**src/rtl/vid_pkg.sv**
```systemverilog
// Shared raster timing constants and types for the SE-VGA timing generator.
// Defaults describe 640x480@60 with a centred 512x342 Mac SE window.
package vid_pkg;

  localparam int H_ACTIVE = 640;
  localparam int H_FP     = 16;
  localparam int H_SYNC   = 96;
  localparam int H_BP     = 48;
  localparam int V_ACTIVE = 480;
  localparam int V_FP     = 10;
  localparam int V_SYNC   = 2;
  localparam int V_BP     = 33;
  localparam int WIN_W    = 512;
  localparam int WIN_H    = 342;

  localparam int H_TOTAL    = H_ACTIVE + H_FP + H_SYNC + H_BP;
  localparam int V_TOTAL    = V_ACTIVE + V_FP + V_SYNC + V_BP;
  localparam int H_START    = (H_ACTIVE - WIN_W) / 2;
  localparam int H_END      = H_START + WIN_W;
  localparam int V_START    = (V_ACTIVE - WIN_H) / 2;
  localparam int V_END      = V_START + WIN_H;
  localparam int VRAM_BYTES = (WIN_W / 8) * WIN_H;

  typedef logic [14:0] vram_addr_t;

endpackage

```
**src/rtl/vid_timing_gen_if.sv**
```systemverilog
// Raster timing bundle: sync, shifter sequencing and VRAM fetch signals.
// The generator drives it through master; the shift-out stage and arbiter listen on slave.
interface vid_timing_gen_if;
  import vid_pkg::*;

  logic       hSync;
  logic       vSync;
  logic       vidActive;
  logic [2:0] seq;
  vram_addr_t vramAddr;
  logic       vramRd;
  logic       frameStart;

  modport master (
    output hSync, vSync, vidActive, seq, vramAddr, vramRd, frameStart
  );

  modport slave (
    input  hSync, vSync, vidActive, seq, vramAddr, vramRd, frameStart
  );

endinterface

```
**src/rtl/vid_mod_counter.sv**
```systemverilog
// Modulo-N up counter with enable and wrap pulse. Exposes the next-state value
// so the owner can register outputs that line up with the counter itself.
module vid_mod_counter #(
  parameter int N = 800,
  parameter int W = (N > 1) ? $clog2(N) : 1
) (
  input  logic         clk,
  input  logic         nReset,
  input  logic         en,
  output logic [W-1:0] nxt,
  output logic         wrap
);

  logic [W-1:0] cnt;

  always_comb begin
    wrap = en && (cnt == W'(N - 1));
    nxt  = cnt;
    if (en) begin
      nxt = wrap ? '0 : cnt + 1'b1;
    end
  end

  always_ff @(posedge clk or negedge nReset) begin
    if (!nReset) begin
      cnt <= '0;
    end else begin
      cnt <= nxt;
    end
  end

endmodule

```
**src/rtl/vid_timing_gen.sv**
```systemverilog
// VGA raster timing generator with a centred fetch window for the Mac SE shifter.
// Every output is decoded from next-state counters so it matches the counter value of its cycle.
module vid_timing_gen
  import vid_pkg::*;
#(
  parameter int H_ACTIVE = vid_pkg::H_ACTIVE,
  parameter int H_FP     = vid_pkg::H_FP,
  parameter int H_SYNC   = vid_pkg::H_SYNC,
  parameter int H_BP     = vid_pkg::H_BP,
  parameter int V_ACTIVE = vid_pkg::V_ACTIVE,
  parameter int V_FP     = vid_pkg::V_FP,
  parameter int V_SYNC   = vid_pkg::V_SYNC,
  parameter int V_BP     = vid_pkg::V_BP,
  parameter int WIN_W    = vid_pkg::WIN_W,
  parameter int WIN_H    = vid_pkg::WIN_H
) (
  input  logic              clk,
  input  logic              nReset,
  vid_timing_gen_if.master  vid
);

  localparam int HTOT = H_ACTIVE + H_FP + H_SYNC + H_BP;
  localparam int VTOT = V_ACTIVE + V_FP + V_SYNC + V_BP;
  localparam int HW   = $clog2(HTOT);
  localparam int VW   = $clog2(VTOT);
  // Fetch window leads the visible window by one byte so byte 0 is loaded in time.
  localparam int FS   = (H_ACTIVE - WIN_W) / 2 - 8;
  localparam int FE   = FS + WIN_W;
  localparam int VS   = (V_ACTIVE - WIN_H) / 2;
  localparam int VE   = VS + WIN_H;
  localparam int HSS  = H_ACTIVE + H_FP;
  localparam int HSE  = HSS + H_SYNC;
  localparam int VSS  = V_ACTIVE + V_FP;
  localparam int VSE  = VSS + V_SYNC;

  logic [HW-1:0] hNext;
  logic [VW-1:0] vNext;
  logic          hWrap;
  logic          vWrap;

  vid_mod_counter #(.N(HTOT), .W(HW)) u_hcnt (
    .clk    (clk),
    .nReset (nReset),
    .en     (1'b1),
    .nxt    (hNext),
    .wrap   (hWrap)
  );

  vid_mod_counter #(.N(VTOT), .W(VW)) u_vcnt (
    .clk    (clk),
    .nReset (nReset),
    .en     (hWrap),
    .nxt    (vNext),
    .wrap   (vWrap)
  );

  logic       act_p0;
  logic [2:0] seq_p0;
  logic       rd_p0;
  logic       hs_p0;
  logic       vs_p0;

  // stage 0: decode from next-state counter values
  always_comb begin
    act_p0 = (hNext >= HW'(FS)) && (hNext < HW'(FE)) &&
             (vNext >= VW'(VS)) && (vNext < VW'(VE));
    seq_p0 = act_p0 ? 3'(hNext - HW'(FS)) : 3'd0;
    rd_p0  = act_p0 && (seq_p0 == 3'd4);
    hs_p0  = !((hNext >= HW'(HSS)) && (hNext < HW'(HSE)));
    vs_p0  = !((vNext >= VW'(VSS)) && (vNext < VW'(VSE)));
  end

  // stage 1: registered outputs and VRAM address counter
  always_ff @(posedge clk or negedge nReset) begin
    if (!nReset) begin
      vid.hSync      <= 1'b1;
      vid.vSync      <= 1'b1;
      vid.vidActive  <= 1'b0;
      vid.seq        <= 3'd0;
      vid.vramRd     <= 1'b0;
      vid.frameStart <= 1'b0;
      vid.vramAddr   <= '0;
    end else begin
      vid.hSync      <= hs_p0;
      vid.vSync      <= vs_p0;
      vid.vidActive  <= act_p0;
      vid.seq        <= seq_p0;
      vid.vramRd     <= rd_p0;
      vid.frameStart <= vWrap;
      // Mac rows are contiguous, so the address only ever clears at frame wrap.
      if (vWrap) begin
        vid.vramAddr <= '0;
      end else if (vid.vidActive && (vid.seq == 3'd7)) begin
        vid.vramAddr <= vid.vramAddr + vram_addr_t'(1);
      end
    end
  end

endmodule

```
**src/flat_wrapper.sv**
```systemverilog
// flat-port wrapper written by rule: the top's interface ports become plain ports
module vid_timing_gen_flat import vid_pkg::*;
#(
  parameter int H_ACTIVE = vid_pkg::H_ACTIVE,
  parameter int H_FP     = vid_pkg::H_FP,
  parameter int H_SYNC   = vid_pkg::H_SYNC,
  parameter int H_BP     = vid_pkg::H_BP,
  parameter int V_ACTIVE = vid_pkg::V_ACTIVE,
  parameter int V_FP     = vid_pkg::V_FP,
  parameter int V_SYNC   = vid_pkg::V_SYNC,
  parameter int V_BP     = vid_pkg::V_BP,
  parameter int WIN_W    = vid_pkg::WIN_W,
  parameter int WIN_H    = vid_pkg::WIN_H
)
  (clk, nReset, vid_hSync, vid_vSync, vid_vidActive, vid_seq, vid_vramAddr, vid_vramRd, vid_frameStart);
  vid_timing_gen_if vid_i ();
  input  logic clk;
  input  logic nReset;
  output wire logic [$bits(vid_i.hSync)-1:0] vid_hSync;
  output wire logic [$bits(vid_i.vSync)-1:0] vid_vSync;
  output wire logic [$bits(vid_i.vidActive)-1:0] vid_vidActive;
  output wire logic [$bits(vid_i.seq)-1:0] vid_seq;
  output wire logic [$bits(vid_i.vramAddr)-1:0] vid_vramAddr;
  output wire logic [$bits(vid_i.vramRd)-1:0] vid_vramRd;
  output wire logic [$bits(vid_i.frameStart)-1:0] vid_frameStart;
  assign vid_hSync = vid_i.hSync;
  assign vid_vSync = vid_i.vSync;
  assign vid_vidActive = vid_i.vidActive;
  assign vid_seq = vid_i.seq;
  assign vid_vramAddr = vid_i.vramAddr;
  assign vid_vramRd = vid_i.vramRd;
  assign vid_frameStart = vid_i.frameStart;
  vid_timing_gen #(.H_ACTIVE(H_ACTIVE), .H_FP(H_FP), .H_SYNC(H_SYNC), .H_BP(H_BP), .V_ACTIVE(V_ACTIVE), .V_FP(V_FP), .V_SYNC(V_SYNC), .V_BP(V_BP), .WIN_W(WIN_W), .WIN_H(WIN_H)) u_core (.clk(clk), .nReset(nReset), .vid(vid_i));
endmodule
```
**config.mk**
```make
export PLATFORM = sky130hd
export DESIGN_NAME = vid_timing_gen_flat
export DESIGN_NICKNAME = d
export VERILOG_FILES = /design/src/rtl/vid_pkg.sv /design/src/rtl/vid_timing_gen_if.sv /design/src/rtl/vid_mod_counter.sv /design/src/rtl/vid_timing_gen.sv /design/src/flat_wrapper.sv
export SDC_FILE = /design/constraint.sdc
export NUM_CORES = 1
export LEC_CHECK = 0
export CAP_MARGIN = 10
export CELL_PAD_IN_SITES_DETAIL_PLACEMENT = 0
export CELL_PAD_IN_SITES_GLOBAL_PLACEMENT = 1
export CORE_UTILIZATION = 35
export DETAILED_ROUTE_END_ITERATION = 10
export PLACE_DENSITY = 0.69
export SLEW_MARGIN = 5
export SYNTH_ARGS = -nofsm -noshare
export SYNTH_HDL_FRONTEND = slang
export SYNTH_SLANG_ARGS = --single-unit
```
**constraint.sdc**
```tcl
create_clock -name clk -period 5.25 [get_ports clk]
set_input_delay 0.7875 -clock clk [delete_from_list [all_inputs] [get_ports clk]]
set_output_delay 0.7875 -clock clk [all_outputs]
set_load 0.005 [all_outputs]
```
==> results.yml, run 1 <==
floorplanning:
  die_area_sq_um: 7610
  coreArea_sq_um: 6910
  num_rows: 30
  initial_core_util: 0.368
  top_level_ports: 25
  die_h_um: 87.2
  fp.dieW_um: 87.2
setup_path:
  path_class: "reg2reg"
  cp-start-kind: "flip-flop"
  ff2ff_path_depth: 7
  crit_end: "u_core.vid.vramRd"
  cp_slowest_cell: "or4_1"
  reg2reg_slack_ps: 2230
  cp_max_fo: 17
  arrival_ps: 3180
  cp_cell_sequence: "ha_1, and3_1, nand3_1, or4_1, a221o_1, a22oi_2, nor4_1"
  path_buf_inv: 0
  crit_family: "simple AND/OR/NAND/NOR gates"
  r2r-start: "u_core.u_hcnt.cnt[0]"
  cpPeakStageDelay_ps: 660
  worstSetupPathDepth: 7
  reg2reg_to: "u_core.vid.vramRd"
  crit_required_ps: 5410
  end_kind: "flip-flop"
  cp-startpoint: "u_core.u_hcnt.cnt[0]"
timing:
  hold_viol_final: 0
  skew_ps: 8.10
  period_share: 0.576
  setup_viol: 0
  worstMarginPinSlew_ps: 947
  maxSlewViolCount: 0
  hold-worst-slack_ps: 551
  setup-tns-final_ps: 0
  rsz0062_at_grt: "false"
  fmax_ghz: 0.331
  slew_headroom: 0.368
  fin_crit_ps: 3020
  fin_ws_ps: 2230
clock_tree:
  ctsResizeCount: 0
  cts_setup_buffers: 0
  cts.sinks: 43
  htree_levels: 2
  tritoncts: "built"
  clock_path_buffers: 2
  clk_pin_slew_ps: 80
  cts-root-buf: "clkbuf_8"
  cts_buffers: 5
  clk-insertion-delay-late_ps: 290
  postCtsHoldBufs: 0
final_layout:
  regArea_sq_um: 1080
  fin_nets: 287
  antenna_cells: 0
  utilization: 0.424
  area.growth.synth_to_final_pct: 15.3
  nFillCells: 703
  multi_input_area_sq_um: 1330
  final_layout_size_suffix_gt1_frac: 0.0922
drt:
  wl_per_cell_um: 14.7
  drtAntennaViolNets: 0
  vias: 2034
  routed_wirelength_um: 5570
  drtPass1Iterations: 4
  vias_per_cell: 5.38
  drt_iter0_drc: 92
  drt_drc_violations_left: 0
global_routing:
  antenna_found_initial: 0
  grt_pass1_vias: 1876
  grt_pass1_wl_um: 9330
  grt_max_degree: 44
  track_usage: 0.157
  globalRouteOverflowTotal: 0
power:
  p_per_area_nw_per_um2: 206
  total_power_uw: 602
  p_leak_nw: 1.22
  peakVddDrop_mv: 0.101
synthesis:
  yosysUniqueCellTypes: 61
  ys_ff_latch: 43
  ys_warn_count: 0
  synth_edf_count: 0
  yosys.area.top_type: "dfrtp_1"
  synth_nets: 272
  synth_seq_area_share: 0.424
  synth_area_sq_um: 2540
  postSynthCellCount: 266
  avgSynthCellArea_sq_um: 9.55
  ys_dominant_reg_cell: "dfrtp_1"
  synth_top_area_frac: 0.404
  async_flop_share: 1.00
  synth.top_cells.by_area: "dfrtp_1 40%, xor2_1 5.2%, nor2_1 3.4%"
placement:
  numPortBuffers: 24
  gp_congestion: 0.815
  pre_cts_ws_ps: 2200
  post-dp-hpwl_um: 4010
job:
  cap_violations: 0
status:
  status: "completed"
min_path:
  hold_path_class: "reg2reg"
cell usage after synthesis (all sizes together), types with 2 or more instances:
library cell and count:
a211oi 2, a21oi 5, a22oi 2, a311oi 2
a31oi 2, and2 2, and3 4, and4 6
buf 8, clkbuf 8, dfrtp 41, dfstp 2
ha 4, inv 13, mux2i 3, nand2 20
nand2b 5, nand3 16, nand4 12, nand4b 5
nor2 23, nor2b 2, nor3 5, nor4 9
nor4b 3, o211ai 3, o21ai 12, o31a 3
or2 2, or3 4, xnor2 7, xor2 15
per-layer routing:
layer  GRT usage  part of all wire  vias to the layer above
li1            -                 -                      993
met1       0.220              0.48                      986
met2       0.252              0.47                       47
met3      0.0265             0.038                        8
met4      0.0417             0.013                        0
met5           0                 0                        -
worst min path at each step:
stage                                  from                       to  slack (ps)  depth (start not counted)
global placement    u_core.vid.vramAddr[14]  u_core.vid.vramAddr[14]         520                          2
floorplan                            nReset     u_core.u_hcnt.cnt[0]         490                          0
detailed placement  u_core.vid.vramAddr[14]  u_core.vid.vramAddr[14]         550                          2
CTS                 u_core.vid.vramAddr[14]  u_core.vid.vramAddr[14]         570                          2
finish              u_core.vid.vramAddr[14]  u_core.vid.vramAddr[14]         550                          2
global route        u_core.vid.vramAddr[12]  u_core.vid.vramAddr[12]         620                          2
metrics by stage:
| stage | instance area, sq um | instances |
|---|---|---|
| floorplan | 2540 | 266 |
| global placement | 2810 | 370 |
| detailed placement | 2810 | 370 |
| CTS | 2930 | 378 |
| global route | 2930 | 378 |
| finish | 2930 | 378 |
worst register-to-register path: stages (launching register included):
cell     delay, ps
dfrtp_1        430
ha_1           290
and3_1         350
nand3_1        490
or4_1          660
a221o_1        340
a22oi_2        230
nor4_1         110
area by class of cell:
cell class | instances | area share
multi-input combinational | 194 | 0.454
clock inverter | 2 | 0.0120
inverter | 13 | 0.0167
sequential | 43 | 0.368
tap | 96 | 0.0410
timing repair buffer | 24 | 0.0803
clock buffer | 6 | 0.0282
cells by family (layout without fill, tap and decap cells):
kind of cell | after synthesis | in the layout | share of synthesized area
AOI/OAI and AO/OA | 43 | 43 | 0.129
xor gates and xnor gates | 22 | 22 | 0.0758
adders and majority gates | 4 | 4 | 0.0197
buffers and inverters | 29 | 45 | 0.0522
DFF | 43 | 43 | 0.424
muxes | 3 | 3 | 0.0118
and+or+nand+nor | 122 | 122 | 0.287
power breakdown:
part	switching, mW	internal, mW	total (mW)	leakage (nW)
logic	0.00616	0.000270	0.00643	0.579
registers	0	0.331	0.331	0.580
clock network	0.111	0.154	0.265	0.0612
total	0.117	0.485	0.602	1.22
cells in the final DEF (no fill, tap or decap), types with 2 or more instances in the layout:
cell,count
nor4b_2,2
nor2b_1,2
and2_1,2
nand4b_1,5
and3_1,4
nor3_1,3
o211ai_1,3
nor4_2,2
inv_1,13
xnor2_1,7
dfrtp_1,41
o31a_1,3
and4_1,6
nor2_1,23
clkdlybuf4s50_1,23
xor2_1,15
nand2b_1,5
mux2i_1,3
nor4_1,7
ha_1,4
nand4_1,12
dfstp_2,2
o21ai_0,11
nand3_1,15
nand2_1,20
a21oi_1,5
or3_1,4
clkbuf_8,6
a311oi_1,2
registers in the layout, indices dropped and copies added (netlist names):
signal / cells
u_core.vid.frameStart: 1
u_core.u_vcnt.cnt: 10
u_core.vid.vidActive: 1
u_core.u_hcnt.cnt: 10
u_core.vid.vramAddr: 15
u_core.vid.vSync: 1
u_core.vid.hSync: 1
u_core.vid.seq: 3
u_core.vid.vramRd: 1
Power figures use the tool's default switching activity.
==> run 2: changes to the inputs <==
- PLACE_DENSITY: 0.69 -> 0.72
- clock period: 5.25 -> 2.75 ns (I/O delays scaled with it)
==> results.yml, run 2 (synthesis results as in run 1) <==
floorplanning:
  fp.dieW_um: 87.2
  num_rows: 30
  initial_core_util: 0.368
  coreArea_sq_um: 6910
  die_area_sq_um: 7610
  die_h_um: 87.2
  top_level_ports: 25
setup_path:
  reg2reg_slack_ps: 280
  ff2ff_path_depth: 9
  crit_family: "simple AND/OR/NAND/NOR gates"
  path_buf_inv: 2
  path_class: "reg2reg"
  crit_required_ps: 2950
  cp_slowest_cell: "dfrtp_1"
  cp_max_fo: 5
  r2r-start: "u_core.u_vcnt.cnt[0]"
  reg2reg_to: "u_core.vid.vramRd"
  end_kind: "flip-flop"
  cp-start-kind: "flip-flop"
  cp_cell_sequence: "inv_1, ha_1, nor4b_1, nand3_1, buf_4, a32o_1, o21ai_0, a211oi_2, nor4_1"
  cpPeakStageDelay_ps: 380
  arrival_ps: 2660
global_routing:
  antenna_found_initial: 0
  grt_max_degree: 44
  grt_pass1_vias: 1964
  globalRouteOverflowTotal: 0
  track_usage: 0.174
  grt_pass1_wl_um: 10000
timing:
  hold_viol_final: 0
  setup-tns-final_ps: 0
  rsz0062_at_grt: "false"
  period_share: 0.897
  fmax_ghz: 0.406
  maxSlewViolCount: 0
  setup_viol: 0
  fin_crit_ps: 2470
  skew_ps: 3.14
  worstMarginPinSlew_ps: 973
  slew_headroom: 0.351
final_layout:
  final_cell_mix: "41 x dfrtp_1, 23 x nor2_1, 23 x clkdlybuf4s50_1"
  final_layout_size_suffix_gt1_frac: 0.140
  final_common_cell: "dfrtp_1"
  area.growth.synth_to_final_pct: 20.9
  antenna_cells: 0
  largest_reg_flops: 15
  regMostFlops: "u_core.vid.vramAddr"
  reg_top3: "u_core.vid.vramAddr x15, u_core.u_hcnt.cnt x10, u_core.u_vcnt.cnt x10"
  fin_nets: 304
min_path:
  hold_path_class: "in2async"
clock_tree:
  postCtsHoldBufs: 0
  cts_setup_buffers: 0
  cts.sinks: 43
  clk_pin_slew_ps: 80
  ctsResizeCount: 0
  cts-root-buf: "clkbuf_8"
  clock_path_buffers: 2
  cts_buffers: 5
  htree_levels: 2
  clk-insertion-delay-late_ps: 300
  tritoncts: "built"
drt:
  wl_per_cell_um: 14.9
  vias: 2117
  drt_drc_violations_left: 0
  drt_iter0_drc: 120
  drtAntennaViolNets: 0
  drtPass1Iterations: 4
  routed_wirelength_um: 5870
  vias_per_cell: 5.36
power:
  p_leak_nw: 1.31
  p_per_area_nw_per_um2: 400
  total_power_mw: 1.23
  peakVddDrop_mv: 0.283
placement:
  numPortBuffers: 24
  post-dp-hpwl_um: 4270
  gp_congestion: 0.848
status:
  status: "completed"
job:
  cap_violations: 0
## run 2: cell types whose count changed in the layout (fill, tap and decap cells not counted), sizes merged
| cell | change |
|---|---|
| bufinv | +1 |
| clkinv | -1 |
| buf | +17 |
## run 2: worst max-delay path by stage
stage | start | to | slack [ps] | cells after the start
4_1_cts | u_core.u_vcnt.cnt[1] | u_core.vid.vramRd | 290 | 9
3_5_place_dp | u_core.u_hcnt.cnt[5] | u_core.vid.seq[2] | 310 | 6
6_report | u_core.u_vcnt.cnt[0] | u_core.vid.vramRd | 280 | 9
5_1_grt | u_core.u_vcnt.cnt[1] | u_core.vid.vramRd | 20 | 9
2_1_floorplan | u_core.u_hcnt.cnt[6] | u_core.vid.vramRd | 280 | 8
3_3_place_gp | u_core.u_hcnt.cnt[5] | u_core.vid.seq[2] | 320 | 6
## run 2: through the flow
step / instances / worst slack, ps / util / hold WS, ps / area [sq um]
2_1_floorplan: 266 / 285 / - / 117 / 2540
3_3_place_gp: 387 / 318 / 0.426 / 520 / 2940
3_5_place_dp: 387 / 313 / 0.426 / 543 / 2940
4_1_cts: 395 / 289 / 0.445 / 292 / 3070
5_1_grt: 395 / 22.0 / 0.445 / 330 / 3070
6_report: 395 / 284 / 0.445 / 262 / 3070
## run 2: final cells by class
type	instances	area, sq um
clock buffer	6	72.6
clock inverter	2	60.1
fill	710	3830
inverter	13	48.8
multi-input combinational	194	1330
sequential	43	1080
tap	96	120
timing repair buffer	41	363
## run 2: report_power, final
group	internal, mW	total [mW]	switching, mW
registers	0.632	0.632	0
clock network	0.363	0.586	0.223
logic	0.000515	0.0125	0.0120
## run 2: per-layer routing
metal,GRT usage,routed length (um),vias up,part of all wire
met3,0.0313,292,5,0.050
met2,0.273,2710,51,0.46
met1,0.240,2800,1028,0.48
li1,-,-,1033,-
met5,0,0,-,0
met4,0.0626,73,0,0.012
## run 2: worst register-to-register path, delay by kind of cell, from the launching register on
family | cells | cell delay (ps)
flip-flops | 1 | 380
AO/OA/AOI/OAI | 3 | 680
adder cells (fa/ha/maj) | 1 | 160
buffers and inverters | 2 | 290
AND/OR/NAND/NOR | 3 | 860
